### config.mk
export PLATFORM = sky130hd
export DESIGN_NAME = branch_pc_ctrl_flat
export DESIGN_NICKNAME = d
export VERILOG_FILES = /design/src/rtl/branch_pc_ctrl_if.sv /design/src/rtl/branch_pc_ctrl.sv /design/src/flat_wrapper.sv
export SDC_FILE = /design/constraint.sdc
export NUM_CORES = 1
export LEC_CHECK = 0
export BUFFER_PORTS_ARGS = -buffer_cell sky130_fd_sc_hd__buf_4
export CORE_ASPECT_RATIO = 1.4
export CORE_MARGIN = 10
export CORE_UTILIZATION = 35
export CTS_CLUSTER_DIAMETER = 150
export DETAILED_ROUTE_END_ITERATION = 6
export PLACE_DENSITY = 0.62
export SLEW_MARGIN = 20
export SYNTH_ARGS = -nofsm -noshare
export SYNTH_HDL_FRONTEND = slang
export SYNTH_SLANG_ARGS = --single-unit
### constraint.sdc
create_clock -name clk -period 2.65 [get_ports clk]
set_input_delay 0.53 -clock clk [delete_from_list [all_inputs] [get_ports clk]]
set_output_delay 0.53 -clock clk [all_outputs]
set_load 0.01 [all_outputs]
### src/rtl/branch_pc_ctrl_if.sv
// ============================================================================
//  Module      : branch_pc_ctrl_if
//  Description : Request/status bundle between the control unit and the
//                branch/PC controller. BRANCH_STATS_EN adds the counters.
//  Revision    : 1.0 - initial release
// ============================================================================
`timescale 1ns/1ps
`default_nettype none

interface branch_pc_ctrl_if;
    logic        start;
    logic        seq_inc;
    logic [31:0] ir;
    logic        con_in;
    logic [31:0] pc;
    logic        busy;
    logic        done;
    logic        taken;
`ifdef BRANCH_STATS_EN
    logic [15:0] taken_cnt;
    logic [15:0] not_taken_cnt;

    modport master (output start, seq_inc, ir, con_in,
                    input  pc, busy, done, taken, taken_cnt, not_taken_cnt);
    modport slave  (input  start, seq_inc, ir, con_in,
                    output pc, busy, done, taken, taken_cnt, not_taken_cnt);
`else
    modport master (output start, seq_inc, ir, con_in,
                    input  pc, busy, done, taken);
    modport slave  (input  start, seq_inc, ir, con_in,
                    output pc, busy, done, taken);
`endif
endinterface

`default_nettype wire

### src/rtl/branch_pc_ctrl.sv
// ============================================================================
//  Module      : branch_pc_ctrl
//  Description : Program counter owner; increments on fetch and resolves
//                conditional branches (PC <= PC + SE(C) when CON is set).
//                Optional macro BRANCH_STATS_EN adds taken/not-taken counters.
//  Revision    : 1.0 - initial release
// ============================================================================
`timescale 1ns/1ps
`default_nettype none

module branch_pc_ctrl #(
    parameter logic [4:0]  BR_OPCODE = 5'b10010,
    parameter logic [31:0] RESET_PC  = 32'h0000_0000
) (
    input  wire logic       clk,
    input  wire logic       clr,
    branch_pc_ctrl_if.slave bus
);

    typedef enum logic [1:0] {
        IDLE = 2'd0,
        EVAL = 2'd1,
        CALC = 2'd2,
        FIN  = 2'd3
    } state_t;

    state_t      state_q, state_d;
    logic [31:0] pc_q, pc_d;
    logic [31:0] ir_q, ir_d;
    logic [31:0] target_q, target_d;
    logic        con_ff_q, con_ff_d;
    logic        taken_q, taken_d;
    logic        busy_q, busy_d;
    logic        done_q, done_d;

`ifdef BRANCH_STATS_EN
    logic [15:0] taken_cnt_q, taken_cnt_d;
    logic [15:0] not_taken_cnt_q, not_taken_cnt_d;
`endif

    always_comb begin
        state_d  = state_q;
        pc_d     = pc_q;
        ir_d     = ir_q;
        target_d = target_q;
        con_ff_d = con_ff_q;
        taken_d  = taken_q;
`ifdef BRANCH_STATS_EN
        taken_cnt_d     = taken_cnt_q;
        not_taken_cnt_d = not_taken_cnt_q;
`endif

        case (state_q)
            IDLE: begin
                // start has priority over a same-cycle fetch increment
                if (bus.start) begin
                    ir_d    = bus.ir;
                    taken_d = 1'b0;
                    if (bus.ir[31:27] == BR_OPCODE) begin
                        state_d = EVAL;
                    end else begin
                        state_d  = FIN;
                        con_ff_d = 1'b0;
                    end
                end else if (bus.seq_inc) begin
                    pc_d = pc_q + 32'd1;
                end
            end
            EVAL: begin
                con_ff_d = bus.con_in;
                state_d  = CALC;
            end
            CALC: begin
                target_d = pc_q + {{13{ir_q[18]}}, ir_q[18:0]};
                state_d  = FIN;
            end
            FIN: begin
                taken_d = con_ff_q;
                if (con_ff_q) begin
                    pc_d = target_q;
                end
`ifdef BRANCH_STATS_EN
                // non-branch instructions also pass through FIN but are not counted
                if (ir_q[31:27] == BR_OPCODE) begin
                    if (con_ff_q) begin
                        if (taken_cnt_q != 16'hFFFF) taken_cnt_d = taken_cnt_q + 16'd1;
                    end else begin
                        if (not_taken_cnt_q != 16'hFFFF) not_taken_cnt_d = not_taken_cnt_q + 16'd1;
                    end
                end
`endif
                state_d = IDLE;
            end
            default: state_d = IDLE;
        endcase

        busy_d = (state_d != IDLE);
        done_d = (state_d == FIN);
    end

    always_ff @(posedge clk or posedge clr) begin
        if (clr) begin
            state_q  <= IDLE;
            pc_q     <= RESET_PC;
            ir_q     <= 32'd0;
            target_q <= 32'd0;
            con_ff_q <= 1'b0;
            taken_q  <= 1'b0;
            busy_q   <= 1'b0;
            done_q   <= 1'b0;
`ifdef BRANCH_STATS_EN
            taken_cnt_q     <= 16'd0;
            not_taken_cnt_q <= 16'd0;
`endif
        end else begin
            state_q  <= state_d;
            pc_q     <= pc_d;
            ir_q     <= ir_d;
            target_q <= target_d;
            con_ff_q <= con_ff_d;
            taken_q  <= taken_d;
            busy_q   <= busy_d;
            done_q   <= done_d;
`ifdef BRANCH_STATS_EN
            taken_cnt_q     <= taken_cnt_d;
            not_taken_cnt_q <= not_taken_cnt_d;
`endif
        end
    end

    assign bus.pc    = pc_q;
    assign bus.busy  = busy_q;
    assign bus.done  = done_q;
    assign bus.taken = taken_q;
`ifdef BRANCH_STATS_EN
    assign bus.taken_cnt     = taken_cnt_q;
    assign bus.not_taken_cnt = not_taken_cnt_q;
`endif

endmodule

`default_nettype wire

### src/flat_wrapper.sv
// flat-port wrapper written by rule: the top's interface ports become plain ports
module branch_pc_ctrl_flat 
#(
    parameter logic [4:0]  BR_OPCODE = 5'b10010,
    parameter logic [31:0] RESET_PC  = 32'h0000_0000
)
  (clk, clr, bus_start, bus_seq_inc, bus_ir, bus_con_in, bus_pc, bus_busy, bus_done, bus_taken);
  branch_pc_ctrl_if bus_i ();
  input  wire logic clk;
  input  wire logic clr;
  input wire logic [$bits(bus_i.start)-1:0] bus_start;
  input wire logic [$bits(bus_i.seq_inc)-1:0] bus_seq_inc;
  input wire logic [$bits(bus_i.ir)-1:0] bus_ir;
  input wire logic [$bits(bus_i.con_in)-1:0] bus_con_in;
  output wire logic [$bits(bus_i.pc)-1:0] bus_pc;
  output wire logic [$bits(bus_i.busy)-1:0] bus_busy;
  output wire logic [$bits(bus_i.done)-1:0] bus_done;
  output wire logic [$bits(bus_i.taken)-1:0] bus_taken;
  assign bus_i.start = bus_start;
  assign bus_i.seq_inc = bus_seq_inc;
  assign bus_i.ir = bus_ir;
  assign bus_i.con_in = bus_con_in;
  assign bus_pc = bus_i.pc;
  assign bus_busy = bus_i.busy;
  assign bus_done = bus_i.done;
  assign bus_taken = bus_i.taken;
  branch_pc_ctrl #(.BR_OPCODE(BR_OPCODE), .RESET_PC(RESET_PC)) u_core (.clk(clk), .clr(clr), .bus(bus_i));
endmodule
# --- Word-level counts from Yosys, hierarchy flattened ---
# Index checks and enable logic that the tools add are counted.
totals:
  ff_bits: 89
op_classes:
  addsub: 2
  n_eq_ne: 10
  mux: 12
  n_reduce_logical: 8
ops:
  columns: ["cell", "count"]
  rows:
  - ["$mux W32", 3]
  - ["$pmux W32 S2", 1]
  - ["$add A32 B1 Y32 const B", 1]
  - ["$add A32 B32 Y32", 1]
  - ["$ne A2 B2 Y1 const B", 4]
  - ["$pmux W2 S4", 1]
  - ["$eq A2 B2 Y1 const B", 3]
  - ["$reduce_bool A2 Y1", 3]
  - ["$eq A5 B5 Y1 const B", 1]
  - ["$mux W2", 2]
  - ["$pmux W1 S2", 2]
  - ["$reduce_and A2 Y1", 2]
  - ["$reduce_and A4 Y1", 1]
  - ["$mux W1", 3]
  - ["$reduce_and A3 Y1", 1]
  - ["$eq A2 B1 Y1 const B", 1]
  - ["$logic_not A2 Y1", 1]
  - ["$ne A2 B1 Y1 const B", 1]

# --- Logic depth before layout (Yosys ltp) ---
depth:
  word_depth: 5
  mapped_depth: 10
  mapped_depth_nobuf: 9

# --- Worst setup path after synthesis ---
# No wires, ideal clock.
synth_path:
  kind: "register -> register"
  from: "reg u_core.pc_q[0], in the netlist u_core.bus.pc[0]"
  to: "reg u_core.target_q[16]"
  period_less_slack_ps: 2659
  arrival_time_ps: 2534
  path_buffers: 0
  setup_time_ps: 125
  stages_incl_launch_ff: 10
  setup_slack_ps: -9
  required_ps: 2525
  cell_sequence: "dfrtp_1 -> ha_1 -> fa_1 -> a21o_1 -> a221oi_2 -> o21ai_1 -> a211oi_2 -> o31ai_1 -> xor2_1 -> mux2_2"
synth_between:
  elab_chain_len: 1
synth_rtl:
  columns: ["element", "line", "text"]
  rows:
  - ["start, declared", "branch_pc_ctrl.sv:28", "logic [31:0] pc_q, pc_d;"]
  - ["start signal, assigned", "branch_pc_ctrl.sv:117", "pc_q <= pc_d;"]
  - ["$add A32 B32 Y32", "branch_pc_ctrl.sv:74", "target_d = pc_q + {{13{ir_q[18]}}, ir_q[18:0]};"]
  - ["end signal, assigned", "branch_pc_ctrl.sv:119", "target_q <= target_d;"]
  - ["end, declared", "branch_pc_ctrl.sv:30", "logic [31:0] target_q, target_d;"]
# No other way between the ends.
# A chain may end at the register's enable or synchronous reset.

# --- Worst setup path in the final report ---
# Ends and elaborated chain as after synthesis.

==> impl_metrics.csv <==
group,metric,value,unit
run_status,status,"complete, no violations",
clock_network,clock_latency,0.35,ns
worst_setup_path,worstSetupStartpoint,"u_core.bus.pc[0]$_DFFE_PP0P_",
logic_synthesis,synth_cell_types,77,
clock_network,cts-root-buf,"clkbuf_16",
worst_setup_path,r2r_cells,10,
power,leakage,0.00338,uW
logic_synthesis,synth.avg_cell_area,9.02,um^2
layout,drive_above_1_share,0.274,
logic_synthesis,synthTopCellsByArea,"dfrtp_1 (37%), ha_1 (7.4%), mux2_2 (7.2%)",
placed_design,place_hpwl,13.7,mm
floorplan,initial_utilization,0.353,
clock_network,cts.clk_slew.worst_paths,0.06,ns
power,irDropWorstVdd,530,uV
worst_setup_path,r2r-end,"u_core.target_q[16]$_DFFE_PP0P_",
logic_synthesis,postSynthCellCount,675,
power,finalPower,11100,uW
logic_synthesis,syn_area,6090,um^2
sta,max_slew_margin,0.560,
logic_synthesis,async_flop_share,1.00,
worst_setup_path,path_depth,10,
worst_setup_path,endpoint_kind,"flop",
floorplan,rows,57,
sta,finalMaxSlewViolations,0,
layout,multiInputGateArea,3700,um^2
worst_setup_path,critPathMaxStageDelay,0.38,ns
worst_setup_path,crit_type,"flop to flop",
detailed_routing,dr.pass1.iters,6,
worst_setup_path,cp_slowest_cell,"dfrtp_1",
worst_setup_path,worstPathMaxFanout,3,
detailed_routing,avgViaCountPerCell,5.54,
sta,fin_crit_sh,0.969,
worst_setup_path,arrival,2.80,ns
layout,final_nets,863,
detailed_routing,routed_wl,18.1,mm
sta,period_needed,2.57,ns
sta,final-setup-viol-count,0,
sta,hold_ws,0.266,ns
logic_synthesis,ys.flop_type,"dfrtp_1",
detailed_routing,route.antenna.remaining_nets,0,
detailed_routing,dr.first_iter.drc_count,367,
worst_setup_path,critical_path_required,2.88,ns
clock_network,clock-sinks,89,
detailed_routing,drc,0,
sta,finalWorstSetupSlack,0.0817,ns
global_route,grt_pass1_vias,5764,
logic_synthesis,yosys_warnings,0,
worst_setup_path,path_buf_inv,1,
global_route,antenna_found_initial,0,
logic_synthesis,synth_edf_count,0,
layout,final_common_cell,"buf_4",
sta,finalHoldViolations,0,
clock_network,htree_levels,3,
global_route,grt_usage,0.154,
layout,diodes,0,
layout,nFillCells,1757,
detailed_routing,vias,5702,
hold_path,hold_class,"input pin to async pin",
layout,layout_common_cells,"buf_4 (133), dfrtp_1 (88), a21oi_1 (69), nand2_1 (54), nor2_1 (49)",
worst_setup_path,endpoint,"u_core.target_q[16]$_DFFE_PP0P_",
worst_setup_path,cp_top_family,"compound AO/OA/AOI/OAI gates",
logic_synthesis,synth_top_area_cell,"dfrtp_1",
placed_design,place_ws,0.00921,ns
floorplan,die_height,176,um
logic_synthesis,synth_fp_nets,749,
sta,tightest_slew,0.660,ns
clock_network,cts_tree,"built",
worst_setup_path,reg2reg_from,"u_core.bus.pc[0]$_DFFE_PP0P_",
floorplan,core-area,17300,um^2
worst_setup_path,r2r_setup_slack,0.08,ns
clock_network,cts_made_buffers,9,
floorplan,die-area,23100,um^2
sta,fmax,389,MHz
global_route,overflow,0,
sta,tns,0,ns
worst_setup_path,crit_chain,"ha_1 -> fa_2 -> a21o_1 -> a221oi_2 -> buf_4 -> o21ai_2 -> a211oi_2 -> o31ai_2 -> xor2_1 -> mux2_2",
global_route,grt_max_degree,64,
layout,seqCellArea,2230,um^2
logic_synthesis,synth_top_cell_area_share,0.366,
sta,clock_skew,0.0111,ns
logic_synthesis,ys_seq_elements,89,
placed_design,gp_congestion,0.896,
layout,area_delta_synth_final,25.5,%
power,powerDensity,1450,nW/um^2
layout,final_cells,1029,
logic_synthesis,ys_seq_area_frac,0.366,
run,drv_cap,0,
global_route,grt_pass1_wl,29.4,mm
floorplan,ios,72,
clock_network,cts_buffer_depth,2,
detailed_routing,routedWlPerCell,17.6,um
sta,grt_setup_unrepaired,"true",
worst_setup_path,start_kind,"flop",
floorplan,die_x,131,um
placed_design,placed_cells,1013,
placed_design,portBuffers,63,
==> area by class of cell <==
type | instances | area share
Inverter | 22 | 0.0113
Sequential cell | 89 | 0.292
Clock buffer | 10 | 0.0300
Clock inverter | 5 | 0.0106
Tap cell | 236 | 0.0386
Multi-Input combinational cell | 533 | 0.485
Timing Repair Buffer | 134 | 0.133
==> worst reg2reg max path: stages (launching register included) <==
cell and delay, ns:
dfrtp_1 0.38, ha_1 0.24, fa_2 0.35, a21o_1 0.20, a221oi_2 0.21, buf_4 0.18
o21ai_2 0.08, a211oi_2 0.31, o31ai_2 0.10, xor2_1 0.14, mux2_2 0.26
==> cells in the mapped netlist (3+ instances only) <==
| cell | n |
|---|---|
| buf_1 | 6 |
| nand4_1 | 9 |
| o21bai_1 | 4 |
| o21ai_0 | 51 |
| o21ai_1 | 10 |
| nor2b_1 | 3 |
| xnor2_1 | 9 |
| nor2_1 | 49 |
| or3_1 | 5 |
| xor2_1 | 13 |
| dfrtp_1 | 89 |
| and4_1 | 5 |
| o211ai_1 | 4 |
| inv_1 | 22 |
| o31ai_1 | 3 |
| nor3_1 | 21 |
| nor4b_1 | 4 |
| a21oi_1 | 69 |
| mux2i_1 | 4 |
| nand2_1 | 54 |
| a211oi_1 | 5 |
| a22oi_1 | 4 |
| o22a_1 | 5 |
| a2bb2oi_1 | 5 |
| buf_2 | 3 |
| clkbuf_1 | 20 |
| ha_1 | 36 |
| o22ai_1 | 6 |
| mux2_2 | 39 |
| a31oi_1 | 7 |
| nand3_1 | 20 |
| and2_1 | 7 |
| o21a_1 | 8 |
| and3_1 | 12 |
| a21o_1 | 11 |
| a32oi_1 | 5 |
==> report_power, final <==
part	switching, uW	internal, uW
logic	3980	3200
clock network	553	822
registers	506	2040
==> cells by family after synthesis <==
| kind of cell | share of synthesized area |
|---|---|
| flip-flops | 0.366 |
| AND/OR/NAND/NOR | 0.166 |
| multiplexers | 0.0787 |
| AO/OA/AOI/OAI | 0.246 |
| buffers and inverters | 0.0345 |
| adder cells (fa/ha/maj) | 0.0773 |
| XOR/XNOR | 0.0316 |
==> state kept, by name, indices dropped and copies added, names as in the netlist <==
register	flops
u_core.state_q	2
u_core.bus.taken	1
u_core.target_q	32
u_core.ir_q	19
u_core.bus.done	1
u_core.con_ff_q	1
u_core.bus.busy	1
u_core.bus.pc	32
==> metal layers <==
layer / routed length (um) / GRT usage / vias up
met5: 0 / 0 / -
met4: 487 / 0.0609 / 0
met3: 569 / 0.0225 / 31
met2: 9600 / 0.279 / 128
met1: 7480 / 0.178 / 2786
li1: - / - / 2757
==> worst min path at each step <==
| stage | end | slack, ns | cells after the start |
|---|---|---|---|
| 2_1_floorplan | u_core.target_q[20]$_DFFE_PP0P_ | 0.45 | 2 |
| 3_3_place_gp | u_core.target_q[21]$_DFFE_PP0P_ | 0.47 | 2 |
| 3_5_place_dp | u_core.target_q[26]$_DFFE_PP0P_ | 0.48 | 2 |
| 4_1_cts | u_core.target_q[2]$_DFFE_PP0P_ | 0.28 | 2 |
| 5_1_grt | u_core.bus.done$_DFF_PP0_ | 0.31 | 2 |
| 6_report | u_core.bus.done$_DFF_PP0_ | 0.27 | 2 |
==> per-stage QoR <==
step | utilization | area, um^2
floorplan | - | 6100
global placement | 0.422 | 7280
detailed placement | 0.422 | 7280
CTS | 0.440 | 7590
global route | 0.443 | 7640
finish | 0.443 | 7640
==> repair_timing <==
action | CTS | global route
setup buffers | 0 | 1
gates resized for setup | 0 | 12
endpoints found under the setup margin | 0 | 11
hold endpoints to repair | 0 | 0
hold buffers | 0 | 0
(Power assumes the default switching activity.)
